--- src/rtl/wb_port_arbiter_if.sv ---
// Bus bundle between the pipeline/MDU side and wb_port_arbiter.
// master = pipeline, MDU and decode side; slave = the arbiter.
interface wb_port_arbiter_if;
  logic        wb_valid;
  logic [4:0]  wb_rd;
  logic [31:0] wb_data;
  logic        mdu_valid;
  logic [4:0]  mdu_rd;
  logic [31:0] mdu_data;
  logic        mdu_ready;
  logic        issue_valid;
  logic [4:0]  issue_rd;
  logic [4:0]  rs;
  logic [4:0]  rt;
  logic        pend_rs;
  logic        pend_rt;
  logic        pend_issue;
  logic        wb_hold;
  logic        rf_we;
  logic [4:0]  rf_wa;
  logic [31:0] rf_wd;

  modport master (
    output wb_valid, wb_rd, wb_data, mdu_valid, mdu_rd, mdu_data,
           issue_valid, issue_rd, rs, rt,
    input  mdu_ready, pend_rs, pend_rt, pend_issue, wb_hold, rf_we, rf_wa, rf_wd
  );

  modport slave (
    input  wb_valid, wb_rd, wb_data, mdu_valid, mdu_rd, mdu_data,
           issue_valid, issue_rd, rs, rt,
    output mdu_ready, pend_rs, pend_rt, pend_issue, wb_hold, rf_we, rf_wa, rf_wd
  );
endinterface

--- src/rtl/wb_port_arbiter.sv ---
// Shares the register-file write port between pipeline writeback and buffered MDU results.
// Optional starvation guard: define WB_STARVE_GUARD_EN to build the hold FSM.
//
// state | meaning
// RUN   | pipeline has priority; count cycles the buffer head waits
// HOLD  | wb_hold asserted; the MDU head owns this write slot
module wb_port_arbiter #(
  parameter int BUF_DEPTH    = 2,
  parameter int STARVE_LIMIT = 8
) (
  input logic              clk,
  input logic              reset,
  wb_port_arbiter_if.slave bus
);

  localparam int PTR_W = $clog2(BUF_DEPTH);
  localparam logic [PTR_W:0] FULL_CNT = BUF_DEPTH[PTR_W:0];

  logic [4:0]       rdMem   [BUF_DEPTH];
  logic [31:0]      dataMem [BUF_DEPTH];
  logic [PTR_W-1:0] headPtr;
  logic [PTR_W-1:0] tailPtr;
  logic [PTR_W:0]   count;

  logic [31:1] busy;
  logic [31:0] busyVec;
  logic [31:0] busyNext;

  logic        wbHold;
  logic        pipeGrant;
  logic        bufEmpty;
  logic        push;
  logic        pop;
  logic [4:0]  headRd;

  logic        rfWe;
  logic [4:0]  rfWa;
  logic [31:0] rfWd;

  assign busyVec   = {busy, 1'b0};
  assign bufEmpty  = (count == '0);
  assign pipeGrant = bus.wb_valid && !wbHold && (bus.wb_rd != 5'd0);
  assign pop       = !pipeGrant && !bufEmpty;
  assign push      = bus.mdu_valid && bus.mdu_ready;
  assign headRd    = rdMem[headPtr];

  assign bus.mdu_ready  = (count != FULL_CNT);
  assign bus.pend_rs    = busyVec[bus.rs];
  assign bus.pend_rt    = busyVec[bus.rt];
  assign bus.pend_issue = busyVec[bus.issue_rd];
  assign bus.wb_hold    = wbHold;
  assign bus.rf_we      = rfWe;
  assign bus.rf_wa      = rfWa;
  assign bus.rf_wd      = rfWd;

  // Storage needs no reset; the pointers and count define what is valid.
  always_ff @(posedge clk) begin
    if (push) begin
      rdMem[tailPtr]   <= bus.mdu_rd;
      dataMem[tailPtr] <= bus.mdu_data;
    end
  end

  always_ff @(posedge clk) begin
    if (reset) begin
      headPtr <= '0;
      tailPtr <= '0;
      count   <= '0;
    end else begin
      if (push) tailPtr <= tailPtr + PTR_W'(1);
      if (pop)  headPtr <= headPtr + PTR_W'(1);
      if (push && !pop)      count <= count + (PTR_W+1)'(1);
      else if (pop && !push) count <= count - (PTR_W+1)'(1);
    end
  end

  always_ff @(posedge clk) begin
    if (reset) begin
      rfWe <= 1'b0;
      rfWa <= '0;
      rfWd <= '0;
    end else if (pipeGrant) begin
      rfWe <= 1'b1;
      rfWa <= bus.wb_rd;
      rfWd <= bus.wb_data;
    end else if (pop) begin
      rfWe <= 1'b1;
      rfWa <= headRd;
      rfWd <= dataMem[headPtr];
    end else begin
      rfWe <= 1'b0;
    end
  end

  // A new issue to the register being retired must stay pending, so set follows clear.
  always_comb begin
    busyNext = busyVec;
    if (pop) busyNext[headRd] = 1'b0;
    if (bus.issue_valid && (bus.issue_rd != 5'd0)) busyNext[bus.issue_rd] = 1'b1;
    busyNext[0] = 1'b0;
  end

  always_ff @(posedge clk) begin
    if (reset) busy <= '0;
    else       busy <= busyNext[31:1];
  end

`ifdef WB_STARVE_GUARD_EN
  localparam int CNT_W = (STARVE_LIMIT > 1) ? $clog2(STARVE_LIMIT) : 1;
  localparam logic [CNT_W-1:0] CNT_LAST = CNT_W'(STARVE_LIMIT - 1);

  typedef enum logic {RUN, HOLD} state_t;

  state_t           state;
  state_t           stateNext;
  logic [CNT_W-1:0] starveCnt;
  logic [CNT_W-1:0] starveNext;

  always_ff @(posedge clk) begin
    if (reset) begin
      state     <= RUN;
      starveCnt <= '0;
    end else begin
      state     <= stateNext;
      starveCnt <= starveNext;
    end
  end

  always_comb begin
    stateNext  = state;
    starveNext = '0;
    case (state)
      RUN: begin
        if (!bufEmpty && !pop) begin
          if (starveCnt == CNT_LAST) stateNext = HOLD;
          else                       starveNext = starveCnt + CNT_W'(1);
        end
      end
      HOLD:    stateNext = RUN;
      default: stateNext = RUN;
    endcase
  end

  assign wbHold = (state == HOLD);
`else
  assign wbHold = 1'b0;
`endif

endmodule

--- src/flat_wrapper.sv ---
// flat-port wrapper written by rule: the top's interface ports become plain ports
module wb_port_arbiter_flat 
#(
  parameter int BUF_DEPTH    = 2,
  parameter int STARVE_LIMIT = 8
)
  (clk, reset, bus_wb_valid, bus_wb_rd, bus_wb_data, bus_mdu_valid, bus_mdu_rd, bus_mdu_data, bus_issue_valid, bus_issue_rd, bus_rs, bus_rt, bus_mdu_ready, bus_pend_rs, bus_pend_rt, bus_pend_issue, bus_wb_hold, bus_rf_we, bus_rf_wa, bus_rf_wd);
  wb_port_arbiter_if bus_i ();
  input logic clk;
  input logic reset;
  input wire logic [$bits(bus_i.wb_valid)-1:0] bus_wb_valid;
  input wire logic [$bits(bus_i.wb_rd)-1:0] bus_wb_rd;
  input wire logic [$bits(bus_i.wb_data)-1:0] bus_wb_data;
  input wire logic [$bits(bus_i.mdu_valid)-1:0] bus_mdu_valid;
  input wire logic [$bits(bus_i.mdu_rd)-1:0] bus_mdu_rd;
  input wire logic [$bits(bus_i.mdu_data)-1:0] bus_mdu_data;
  input wire logic [$bits(bus_i.issue_valid)-1:0] bus_issue_valid;
  input wire logic [$bits(bus_i.issue_rd)-1:0] bus_issue_rd;
  input wire logic [$bits(bus_i.rs)-1:0] bus_rs;
  input wire logic [$bits(bus_i.rt)-1:0] bus_rt;
  output wire logic [$bits(bus_i.mdu_ready)-1:0] bus_mdu_ready;
  output wire logic [$bits(bus_i.pend_rs)-1:0] bus_pend_rs;
  output wire logic [$bits(bus_i.pend_rt)-1:0] bus_pend_rt;
  output wire logic [$bits(bus_i.pend_issue)-1:0] bus_pend_issue;
  output wire logic [$bits(bus_i.wb_hold)-1:0] bus_wb_hold;
  output wire logic [$bits(bus_i.rf_we)-1:0] bus_rf_we;
  output wire logic [$bits(bus_i.rf_wa)-1:0] bus_rf_wa;
  output wire logic [$bits(bus_i.rf_wd)-1:0] bus_rf_wd;
  assign bus_i.wb_valid = bus_wb_valid;
  assign bus_i.wb_rd = bus_wb_rd;
  assign bus_i.wb_data = bus_wb_data;
  assign bus_i.mdu_valid = bus_mdu_valid;
  assign bus_i.mdu_rd = bus_mdu_rd;
  assign bus_i.mdu_data = bus_mdu_data;
  assign bus_i.issue_valid = bus_issue_valid;
  assign bus_i.issue_rd = bus_issue_rd;
  assign bus_i.rs = bus_rs;
  assign bus_i.rt = bus_rt;
  assign bus_mdu_ready = bus_i.mdu_ready;
  assign bus_pend_rs = bus_i.pend_rs;
  assign bus_pend_rt = bus_i.pend_rt;
  assign bus_pend_issue = bus_i.pend_issue;
  assign bus_wb_hold = bus_i.wb_hold;
  assign bus_rf_we = bus_i.rf_we;
  assign bus_rf_wa = bus_i.rf_wa;
  assign bus_rf_wd = bus_i.rf_wd;
  wb_port_arbiter #(.BUF_DEPTH(BUF_DEPTH), .STARVE_LIMIT(STARVE_LIMIT)) u_core (.clk(clk), .reset(reset), .bus(bus_i));
endmodule
--- config.mk ---
export PLATFORM = sky130hd
export DESIGN_NAME = wb_port_arbiter_flat
export DESIGN_NICKNAME = d
export VERILOG_FILES = /design/src/rtl/wb_port_arbiter_if.sv /design/src/rtl/wb_port_arbiter.sv /design/src/flat_wrapper.sv
export SDC_FILE = /design/constraint.sdc
export NUM_CORES = 1
export LEC_CHECK = 0
export CAP_MARGIN = 20
export CORE_MARGIN = 2
export CORE_UTILIZATION = 52
export CTS_CLUSTER_DIAMETER = 80
export DETAILED_ROUTE_END_ITERATION = 6
export HOLD_SLACK_MARGIN = 0.15
export PLACE_DENSITY = 0.79
export SYNTH_ARGS = -nofsm -noshare
export SYNTH_HDL_FRONTEND = slang
export SYNTH_SLANG_ARGS = --single-unit
--- constraint.sdc ---
create_clock -name clk -period 2.9 [get_ports clk]
set_input_delay 0.58 -clock clk [delete_from_list [all_inputs] [get_ports clk]]
set_output_delay 0.58 -clock clk [all_outputs]
set_load 0.02 [all_outputs]
* Word level (Yosys, flattened, before mapping)
Memories as Yosys holds them, arrays and structs flattened. A register that Yosys moved wholly into a read port is not among the register bits.
Index checks and enable logic that the tools add are counted.
** Cells by class
- $add $sub $neg :: 4
- $mul :: 0
- Div/mod/pow operators :: 0
- $lt $le $gt $ge :: 6
- Equal/unequal tests :: 1
- Shift-type cells :: 0
- Mux-type cells :: 26
- Bitwise gates (word level) :: 3
- Reduce and logical (&&, ||, !) cells :: 17
** Operator list (number)
- $mux W32 :: 4
- $and A32 B32 Y32 :: 1
- $not A32 Y32 :: 1
- $or A32 B32 Y32 :: 1
- $lt A5 B6 Y1 const B :: 4
- $bmux W1 S5 :: 3
- $mux W1 :: 13
- $demux W1 S5 :: 2
- $ge A5 B1 Y1 const B :: 2
- $mux W5 :: 2
- $reduce_bool A5 Y1 :: 2
- $logic_and A1 B1 Y1 :: 8
- $logic_not A1 Y1 :: 4
- $mux W2 :: 2
- $reduce_bool A2 Y1 :: 2
- $add A1 B1 Y1 const B :: 2
- $add A2 B1 Y2 const B :: 1
- $logic_not A2 Y1 :: 1
- $ne A2 B2 Y1 const B :: 1
- $sub A2 B1 Y2 const B :: 1
** Storage, ports and cells
- Flip-flop bits (word level) :: 73
- Latch bits :: 0
- RAM bits :: 74
- Memory bits (read-only) :: 0
- Bits of input ports :: 94
- Output and inout bits :: 43
- Memories kept :: 2
** Memory list
- u_core.dataMem :: depth 2, width 32, rd ports 1, clocked after memory_dff 1, wr ports 1, line wb_port_arbiter.sv:20 : logic [31:0] dataMem [BUF_DEPTH];
- u_core.rdMem :: depth 2, width 5, rd ports 1, clocked after memory_dff 1, wr ports 1, line wb_port_arbiter.sv:19 : logic [4:0] rdMem [BUF_DEPTH];

* Logic depth before layout (Yosys ltp)
- Depth in word-level cells :: 9
- Mapped depth :: 9
- Depth with buffers taken out :: 7

* Least setup slack after synthesis
Ideal clock, no wire load.
- Kind :: reg-to-reg
- Start :: register u_core.count[0]
- End :: memory u_core.dataMem[0][0], enable pin
- Setup time :: 431 ps
- Arrival :: 2361 ps
- Required time :: 2469 ps
- Slack :: 107 ps
- Cell stages (with the launch flop) :: 4
- Path buffers :: 0
- Clock period less this slack :: 2793 ps
- Path through :: dfxtp_1 nand2b_1 nand2_1 nor2_1
** On the way
- Longest elaborated chain between the ends :: 4
** Ends and longest elaborated chain
- start, declared :: line wb_port_arbiter.sv:23 : logic [PTR_W:0] count;
- start signal, assigned :: line wb_port_arbiter.sv:72 : if (push && !pop) count <= count + (PTR_W+1)'(1);
- start signal, assigned :: line wb_port_arbiter.sv:73 : else if (pop && !push) count <= count - (PTR_W+1)'(1);
- $ne A2 B2 Y1 :: line wb_port_arbiter.sv:47 : assign bus.mdu_ready = (count != FULL_CNT);
- net bus_mdu_ready :: line flat_wrapper.sv:21 : output wire logic [$bits(bus_i.mdu_ready)-1:0] bus_mdu_ready;
- $logic_and A1 B1 Y1 :: line wb_port_arbiter.sv:44 : assign push = bus.mdu_valid && bus.mdu_ready;
- $mux W1 :: line wb_port_arbiter.sv:58 : if (push) begin
- $mux W1 (implied by the code) :: line wb_port_arbiter.sv:60 : dataMem[tailPtr] <= bus.mdu_data;
- end, declared :: line wb_port_arbiter.sv:20
The timed path passes the listed nets, and every way through them passes these cells.

* Worst setup path after layout
- Start :: input bus_rt[0]
- End :: output bus_pend_rt
** On the way
- Longest elaborated chain between the ends :: 2
** Ends and longest elaborated chain
- start, declared :: line flat_wrapper.sv:20 : input wire logic [$bits(bus_i.rt)-1:0] bus_rt;
- $bmux W1 S5 :: line wb_port_arbiter.sv:49 : assign bus.pend_rt = busyVec[bus.rt];
- $mux W1 (implied by the code) :: line wb_port_arbiter.sv:49
- end, declared :: line flat_wrapper.sv:23 : output wire logic [$bits(bus_i.pend_rt)-1:0] bus_pend_rt;
Every way passes these cells. The select of a mux whose other input is x is not followed.

==> results.py <==
metrics = {
    "route": {
        "firstDrtPassIters": 5,
        "routed.top_layer": "met4",
        "drtAntennaViolNets": 0,
        "vias_per_cell": 6.00,
        "route.met2.wl_um": 8720,
        "routedWlPerCell_um": 19.3,
        "met1_length_um": 7010,
        "first_iter_violations": 404,
        "num_vias": 5555,
        "wl_met3_um": 1700,
        "wirelength_um": 17800,
        "route.detailed.drc": 0,
    },
    "final_layout": {
        "stdcell_area_um2": 8990,
        "area_growth_pct": 33.3,
        "final_cell_mix": "123 x clkdlybuf4s50_1, 114 x nand2_1, 74 x edfxtp_1",
        "fin_cells": 926,
        "fin_util_pct": 71.2,
        "diodes": 0,
        "fin_nets": 836,
        "layout-drive-gt1-share_pct": 15.6,
        "final_common_cell": "clkdlybuf4s50_1",
    },
    "global_routing": {
        "grt_max_degree": 75,
        "grt_pass1_wl_um": 28900,
        "grt_pass1_vias": 5747,
        "grt_usage_pct": 26.1,
        "antenna_found_initial": 0,
        "gr-total-overflow": 0,
    },
    "place": {
        "globalplace.congestion": 0.909,
        "dp.cells": 893,
        "dpl_cell_area_um2": 8410,
        "hpwlAfterDp_um": 12300,
        "numPortBuffers": 135,
    },
    "pwr": {
        "p_comb_share_pct": 28.1,
        "p_int_mw": 4.43,
        "clock_power_share_pct": 31.2,
        "switchingPower_mw": 2.10,
        "peakVddDrop_v": 0.000524,
        "power_density_nw_per_um2": 727,
        "power_leakage_nw": 3.07,
        "p_seq_share_pct": 40.6,
        "switching_share_pct": 32.1,
    },
    "synthesis": {
        "synth_top_cell_by_area": "edfxtp_1",
        "synth_edf_count": 74,
        "yosys-top-cells-area": "edfxtp_1 33%, dfxtp_1 22%, mux4_2 7.0%",
        "synth_warnings": 0,
        "ys_seq_area_share_pct": 55.0,
        "synth.distinct_cells": 47,
        "synth.avg_cell_area_um2": 11.3,
        "synthFlopType": "edfxtp_1",
        "synthArstFlopShare_pct": 0,
        "netlist_instances": 596,
        "synth_top_area_share_pct": 33.0,
        "netlist_area_um2": 6740,
        "synth-seq-cells": 148,
        "synth_nets": 691,
    },
    "sta": {
        "clock_skew_ns": 0.0169,
        "setup_viol": 0,
        "max_freq_mhz": 353,
        "relSlewSlack_pct": 46.4,
        "drv_slew": 0,
        "rsz0062_at_grt": "no",
        "fin_crit_ns": 2.84,
        "final_hold_viol_count": 0,
        "fin_crit_sh_pct": 97.8,
        "tightest_slew_ns": 0.804,
        "setup_tns_ns": 0,
    },
    "critical_path": {
        "critical_path.max_fanout": 4,
        "crit_path_end_kind": "output port",
        "cp-start-kind": "primary input",
        "required_ns": 2.32,
        "arrival_ns": 2.26,
        "worstSetupPathType": "primary input to output port",
    },
    "clock_network": {
        "h-tree-depth": 4,
        "cts-buffers-inserted": 17,
        "clock_latency_ns": 0.42,
        "cts_tree": "yes",
        "holdBufCountCts": 0,
        "clk_pin_slew_ns": 0.06,
        "clock-sinks": 148,
        "cts.path.max_buffers": 2,
        "root_buffer": "clkbuf_16",
    },
    "die": {
        "num_rows": 41,
        "ioPinCount": 137,
        "start_util_pct": 53.4,
        "die_h_um": 118,
        "coreArea_um2": 12600,
        "die_w_um": 118,
        "die_area_um2": 13900,
    },
    "job": {
        "drv_cap": 0,
    },
    "hold_path": {
        "min_path_type": "flop to flop",
    },
    "status": {
        "status": "complete, no violations",
    },
}
[metrics by stage]
stage	hold WS, ns	setup WS, ns	power [mW]
after floorplan	0.456	0.107	3.80
after global placement	0.484	-0.653	4.43
after detailed placement	0.499	-0.683	4.49
after CTS	0.507	0.00308	6.54
after global routing	0.544	0.0207	6.80
final	0.520	0.0634	6.53
[flip-flops by register name, summed over array words and instances (netlist names), named ones only]
register,flops
u_core.busy,31
u_core.count,2
u_core.dataMem,64
u_core.bus.rf_we,1
u_core.bus.rf_wd,32
u_core.headPtr,1
u_core.bus.rf_wa,5
u_core.rdMem,10
u_core.tailPtr,1
[power by group through the flow]
stage                     logic [mW]  clock network, mW  registers (mW)
final                           1.84               2.04            2.65
after global routing            1.98               2.14            2.68
after CTS                       1.83               2.05            2.65
after detailed placement        1.80                  0            2.69
after global placement          1.76                  0            2.67
after floorplan                 1.03                  0            2.77
[kinds of logic after synthesis]
kind of cell	share of synthesized area (%)
multiplexers	14.0
AO/OA/AOI/OAI	15.2
other	0.0556
buffers and inverters	3.38
AND/OR/NAND/NOR	11.9
flip-flops	55.0
XOR/XNOR	0.390
adder cells (fa/ha/maj)	0.186
[metal layers]
layer / track usage (%) / vias up
li1: - / 2561
met1: 31.1 / 2653
met2: 44.0 / 293
met3: 8.24 / 48
met4: 10.2 / 0
met5: 0 / -
[final cells by class]
type,instances,area [um2]
flip-flops and latches,148,3700
well taps,172,215
clock inverters,13,97.6
clock buffers,19,464
fillers,892,3630
multi-input cells,397,2840
repair buffers,173,1650
inverters,4,15.0
[path summary, 6_finish.rpt]
| kind | from | to | slack, ns | cells past startpoint |
|---|---|---|---|---|
| max | bus_rt[0] | bus_pend_rt | 0.06 | 5 |
| min | u_core.busy[19] | u_core.busy[19] | 0.52 | 2 |
| max reg2reg | flop | u_core.busy[3] | 0.65 | 5 |
| min reg2reg | u_core.busy[19] | u_core.busy[19] | 0.52 | 2 |
[repair_timing]
action | CTS | global route
buffers inserted | 1 | 0
endpoints found under the setup margin | 3 | 2
resized for setup | 32 | 5
endpoints found under the hold margin | 0 | 0
pin swaps | 5 | 3
[cell usage after synthesis, types with 2 or more instances]
library cell  count
a21oi_1          72
dfxtp_1          74
o21ai_1           2
buf_1             3
nand3b_1          2
or3_1             3
mux2_2            5
inv_1             4
nand4b_1          2
a221oi_1          2
o41ai_2           3
nor3_1            2
nor2_1           21
mux2_1            3
nand3_1           2
clkbuf_1         27
o41ai_1           3
a311oi_1         26
buf_6             2
mux4_2           21
nand2b_1          4
nand4_1           4
buf_2            14
mux2i_1          38
edfxtp_1         74
o211ai_1         37
nor2b_1           6
nand2_1         114
a2111oi_0         2
or4_1             3
xor2_1            3
nor4bb_1          2
and4b_1           2
[worst max-delay path, stage by stage]
cell and delay [ns]:
clkdlybuf4s15_1 0.29, mux4_2 0.52, and4b_1 0.19, or4_1 0.52
buf_6 0.15
Power figures use the tool's default switching activity.
